--- src/rtl/seq_scan_pkg.sv ---
// Shared types for the serial pattern scanner: FSM state encoding and count width helper.
package seq_scan_pkg;

  typedef enum logic [1:0] {
    IDLE  = 2'd0,
    SHIFT = 2'd1,
    DONE  = 2'd2
  } state_t;

  // Bits needed to hold a count of 0..w inclusive
  function automatic int unsigned cnt_w(input int unsigned w);
    return $clog2(w + 1);
  endfunction

endpackage

--- src/rtl/seq_match.sv ---
// Bit-history shift register with saturating valid-bit counter and combinational hit detect.
module seq_match #(
  parameter int unsigned PAT_W = 4
) (
  input  logic             clk,
  input  logic             rst,
  input  logic             clear,
  input  logic             shift,
  input  logic             bit_in,
  input  logic [PAT_W-1:0] pattern,
  output logic             hit_c
);

  localparam int unsigned HW = PAT_W - 1;
  localparam int unsigned VW = $clog2(PAT_W);

  logic [HW-1:0] hist;
  logic [VW-1:0] vcnt;

  // Clear wins over shift; the valid count stops once a full window of history exists
  always_ff @(posedge clk or posedge rst) begin
    if (rst) begin
      hist <= '0;
      vcnt <= '0;
    end else if (clear) begin
      hist <= '0;
      vcnt <= '0;
    end else if (shift) begin
      hist <= HW'({hist, bit_in});
      if (vcnt != VW'(HW)) vcnt <= vcnt + VW'(1);
    end
  end

  assign hit_c = ({hist, bit_in} == pattern) && (vcnt == VW'(HW));

endmodule

--- src/rtl/seq_scan_ctrl.sv ---
// Serial overlapping pattern counter over WORD_W-bit words, MSB first.
// Define SEQ_SCAN_CARRY_EN to keep bit history across words (matches may straddle words).
module seq_scan_ctrl
  import seq_scan_pkg::*;
#(
  parameter  int unsigned WORD_W = 16,
  parameter  int unsigned PAT_W  = 4,
  localparam int unsigned CNT_W  = cnt_w(WORD_W)
) (
  input  logic              clk,
  input  logic              rst,
  input  logic [PAT_W-1:0]  cfg_pattern,
  input  logic              word_valid,
  input  logic [WORD_W-1:0] word_data,
  output logic              word_ready,
  input  logic              flush,
  output logic              busy,
  output logic              done,
  output logic [CNT_W-1:0]  match_count
);

  localparam int unsigned BW = $clog2(WORD_W);

  state_t            state;
  logic [WORD_W-1:0] word_q;
  logic [PAT_W-1:0]  pat_q;
  logic [BW-1:0]     bit_cnt;
  logic [CNT_W-1:0]  acc;
  logic [CNT_W-1:0]  acc_next;
  logic              accept;
  logic              clear;
  logic              shift;
  logic              last;
  logic              hit_c;

  assign word_ready = (state == IDLE) && !rst;
  assign busy       = (state != IDLE);
  assign done       = (state == DONE);
  assign accept     = word_valid && word_ready;
  assign shift      = (state == SHIFT);
  assign last       = (bit_cnt == BW'(WORD_W - 1));
  assign acc_next   = (hit_c && (acc != CNT_W'(WORD_W))) ? acc + CNT_W'(1) : acc;

  // History may only be cleared while idle; flush during a scan is ignored
`ifdef SEQ_SCAN_CARRY_EN
  assign clear = (state == IDLE) && flush;
`else
  assign clear = (state == IDLE) && (flush || accept);
`endif

  seq_match #(.PAT_W(PAT_W)) u_match (
    .clk     (clk),
    .rst     (rst),
    .clear   (clear),
    .shift   (shift),
    .bit_in  (word_q[WORD_W-1]),
    .pattern (pat_q),
    .hit_c   (hit_c)
  );

  always_ff @(posedge clk or posedge rst) begin
    if (rst) begin
      state       <= IDLE;
      word_q      <= '0;
      pat_q       <= '0;
      bit_cnt     <= '0;
      acc         <= '0;
      match_count <= '0;
    end else begin
      case (state)
        IDLE: begin
          if (accept) begin
            state   <= SHIFT;
            word_q  <= word_data;
            pat_q   <= cfg_pattern;
            bit_cnt <= '0;
            acc     <= '0;
          end
        end
        SHIFT: begin
          word_q  <= {word_q[WORD_W-2:0], 1'b0};
          bit_cnt <= bit_cnt + BW'(1);
          acc     <= acc_next;
          if (last) begin
            state       <= DONE;
            match_count <= acc_next;
          end
        end
        DONE:    state <= IDLE;
        default: state <= IDLE;
      endcase
    end
  end

endmodule

--- config.mk ---
export PLATFORM = sky130hd
export DESIGN_NAME = seq_scan_ctrl
export DESIGN_NICKNAME = d
export VERILOG_FILES = /design/src/rtl/seq_scan_pkg.sv /design/src/rtl/seq_match.sv /design/src/rtl/seq_scan_ctrl.sv
export SDC_FILE = /design/constraint.sdc
export NUM_CORES = 1
export LEC_CHECK = 0
export ABC_AREA = 1
export BUFFER_PORTS_ARGS = -buffer_cell sky130_fd_sc_hd__buf_2
export CAP_MARGIN = 20
export CORE_ASPECT_RATIO = 2
export CORE_MARGIN = 3
export CORE_UTILIZATION = 30
export CTS_CLUSTER_SIZE = 10
export DETAILED_ROUTE_END_ITERATION = 8
export SLEW_MARGIN = 40
export SYNTH_ARGS = -nofsm -noshare
export SYNTH_HDL_FRONTEND = slang
export SYNTH_SLANG_ARGS = --single-unit
--- constraint.sdc ---
create_clock -name clk -period 1.8 [get_ports clk]
set_input_delay 0.36 -clock clk [delete_from_list [all_inputs] [get_ports clk]]
set_output_delay 0.36 -clock clk [all_outputs]
set_load 0.01 [all_outputs]
==> results.txt <==
DR vias/cell = 4.68
syn_nets = 278
# resized after CTS = 0
Max-cap violations = 0
die area = 7890 µm²
dominant cell type by area after synthesis = dfrtp_1
Antenna diodes = 0
core area = 6460 µm²
CP max stage cell = dfrtp_1
Worst Path Arrival = 1.74 ns
delay-heaviest family, CP = simple AND/OR/NAND/NOR gates
WP buf/inv = 1
path depth of the worst reg2reg path = 8
final instance area = 2450 µm²
post-synth top area share = 50.2%
largest net degree at the start of global routing = 42
nature of the critical path endpoint = flip-flop
Area Overhead vs Synth = 19.8%
Setup CP Type = flip-flop to flip-flop
RSZ-0062 raised after global routing = no
power density over cell area = 1670 nW/µm²
Max clock buf depth = 2
First-pass DRT Iterations = 4
CTS clk-pin slew, worst paths = 0.06 ns
mapped cell area = 2040 µm²
worst min-delay path class = input port to async pin
share of cells above drive strength 1 = 21.3%
slew at the pin closest to its max-slew limit = 0.526 ns
CTS buffer count = 5
hpwl dp = 3470 µm
global placement routability congestion = 0.836
most frequent cells in the layout = nand2_1, dfrtp_1, nor2_1, buf_2, nor3_1
beginning of the critical path = u_match.vcnt[0]$_DFFE_PP0P_
DRT Wirelength = 4600 µm
Routed Antenna Nets = 0
1st-iter DRT viols = 88
Setup-failing EPs final = 0
Syn. warnings = 0
vias in the first global route = 1,746
CP Launch Type = flip-flop
first-pass GRT wire length = 7740 µm
Overflow after GRT = 0
Syn Area/Cell = 8.17 µm²
Vert. Die Dim = 123 µm
r2r endpoint = acc[1]$_DFFE_PP0P_
f_max = 0.639 GHz
total global-route track usage = 12.5%
final non-filler cell total = 373
initial antenna violation count = 0
Post-DP Area = 2300 µm²
count of cell types in the netlist = 26
min cycle time layout = 1.56 ns
Post-layout nets = 314
most common cell after layout, fill and taps aside = nand2_1
WL/cell = 12.3 µm
total number of vias = 1,746
htree depth = 2
RR Startpoint = u_match.vcnt[0]$_DFFE_PP0P_
io pins = 32
CTS tree = done
Fin. Hold Viols = 0
skew final = 0.00308 ns
VDD IR-drop max = 0.418 mV
CTS hold repair buffers = 0
Sink Count = 41
initial core utilization = 31.6%
Clock Latency Late Sink = 0.28 ns
most frequent CP cell = nand2_1
Synth Instances = 250
Seq/Total Area, Yosys = 50.2%
status = finished, final reports clean
Lkg Pwr = 1.22 nW
Crit path required time = 1.97 ns
Die Width = 64.3 µm
Cell Rows = 41
highest fanout seen on the critical path = 8
dpl cells = 365
period utilisation layout = 86.9%
port buffer count = 31
R2R Setup Slk = 0.24 ns
DRC = 0
Worst path depth = 8
Setup TNS = 0 ns
clock root buffer = clkbuf_16
register bit count reported by yosys = 41
postcts setup bufs = 0
Max-slew headroom = 65.0%
CP max stage delay = 0.37 ns
largest cells by area after synthesis = dfrtp_1, nand2_1, nor2_1
CP cell instances = ha_1 > inv_1 > a21oi_1 > nand2_1 > nor2_2 > nand4_1 > nand3_1 > nand2_1
Critical Path Sink = acc[1]$_DFFE_PP0P_
Slew Viols, Final = 0
[cells by family after synthesis]
group / Yosys count / share of synthesized area, %
and+or+nand+nor: 155 / 35.2
adders and majority gates: 4 / 2.45
AOI/OAI and AO/OA: 16 / 4.53
DFF: 41 / 50.2
buffers and inverters: 31 / 6.31
xor gates and xnor gates: 3 / 1.29
[per-layer routing]
metal / global-route usage [%] / up-vias / share of wire, %
met5: 0 / - / 0
met4: 6.23 / 0 / 2.6
met3: 2.01 / 8 / 3.8
met2: 23.0 / 35 / 53
met1: 13.5 / 825 / 40
li1: - / 878 / -
[state kept, by name, summed over array words and instances, names as in the netlist]
signal and cells:
u_match.vcnt 2, bit_cnt 4, word_q 16, match_count 5
acc 5, pat_q 4, state 2, u_match.hist 3
[cells in the mapped netlist, drive strengths merged]
cell type  count
o22ai          4
xor2           3
a22o           1
ha             4
nor2          43
a31oi          1
nor3          28
inv           23
nand2         65
clkinv         1
o21ai          2
clkbuf         1
buf            6
nand4          7
a21oi          7
dfrtp         41
nand3         12
a211oi         1
[how the worst min path moves through the flow]
stage / from / end / slack [ns] / depth (start not counted)
global placement: word_q[0]$_DFFE_PP0P_ / word_q[0]$_DFFE_PP0P_ / 0.46 / 2
floorplan: word_q[0]$_DFFE_PP0P_ / word_q[0]$_DFFE_PP0P_ / 0.44 / 2
CTS: rst / pat_q[3]$_DFFE_PP0P_ / 0.28 / 3
detailed placement: word_q[0]$_DFFE_PP0P_ / word_q[0]$_DFFE_PP0P_ / 0.47 / 2
finish: rst / pat_q[3]$_DFFE_PP0P_ / 0.26 / 3
global route: rst / pat_q[1]$_DFFE_PP0P_ / 0.31 / 3
[metrics by stage]
| step | setup slack [ns] | total power (W) | util (%) | hold slack, ns |
|---|---|---|---|---|
| after global placement | 0.229 | 0.00321 | 35.6 | 0.463 |
| final | 0.236 | 0.00408 | 37.8 | 0.263 |
| after detailed placement | 0.237 | 0.00326 | 35.6 | 0.467 |
| after floorplan | 0.490 | 0.00279 | - | 0.443 |
| after global routing | 0.0786 | 0.00444 | 37.8 | 0.311 |
| after CTS | 0.217 | 0.00415 | 37.8 | 0.284 |
[area by class of cell]
| class | count | area [µm²] |
|---|---|---|
| clock buffer | 5 | 125 |
| clock inverter | 3 | 17.5 |
| fill | 717 | 4020 |
| inverter | 24 | 90.1 |
| multi-input combinational | 178 | 887 |
| sequential | 41 | 1030 |
| tap | 86 | 108 |
| timing repair buffer | 36 | 193 |
[where the power goes]
part,internal (W),total (W),leakage (nW),switching (W)
logic,0.000619,0.00163,0.665,0.00101
registers,0.00132,0.00158,0.483,0.000262
clock network,0.000508,0.000869,0.0696,0.000361
[worst reg2reg max path: cells and delay by family, from the launching register on]
kind	cells	cell delay, ns
AOI/OAI and AO/OA	1	0.12
buffers and inverters	1	0.08
and+or+nand+nor	5	0.70
DFF	1	0.37
adders and majority gates	1	0.19
No activity file was read; power rests on OpenSTA's default activity.
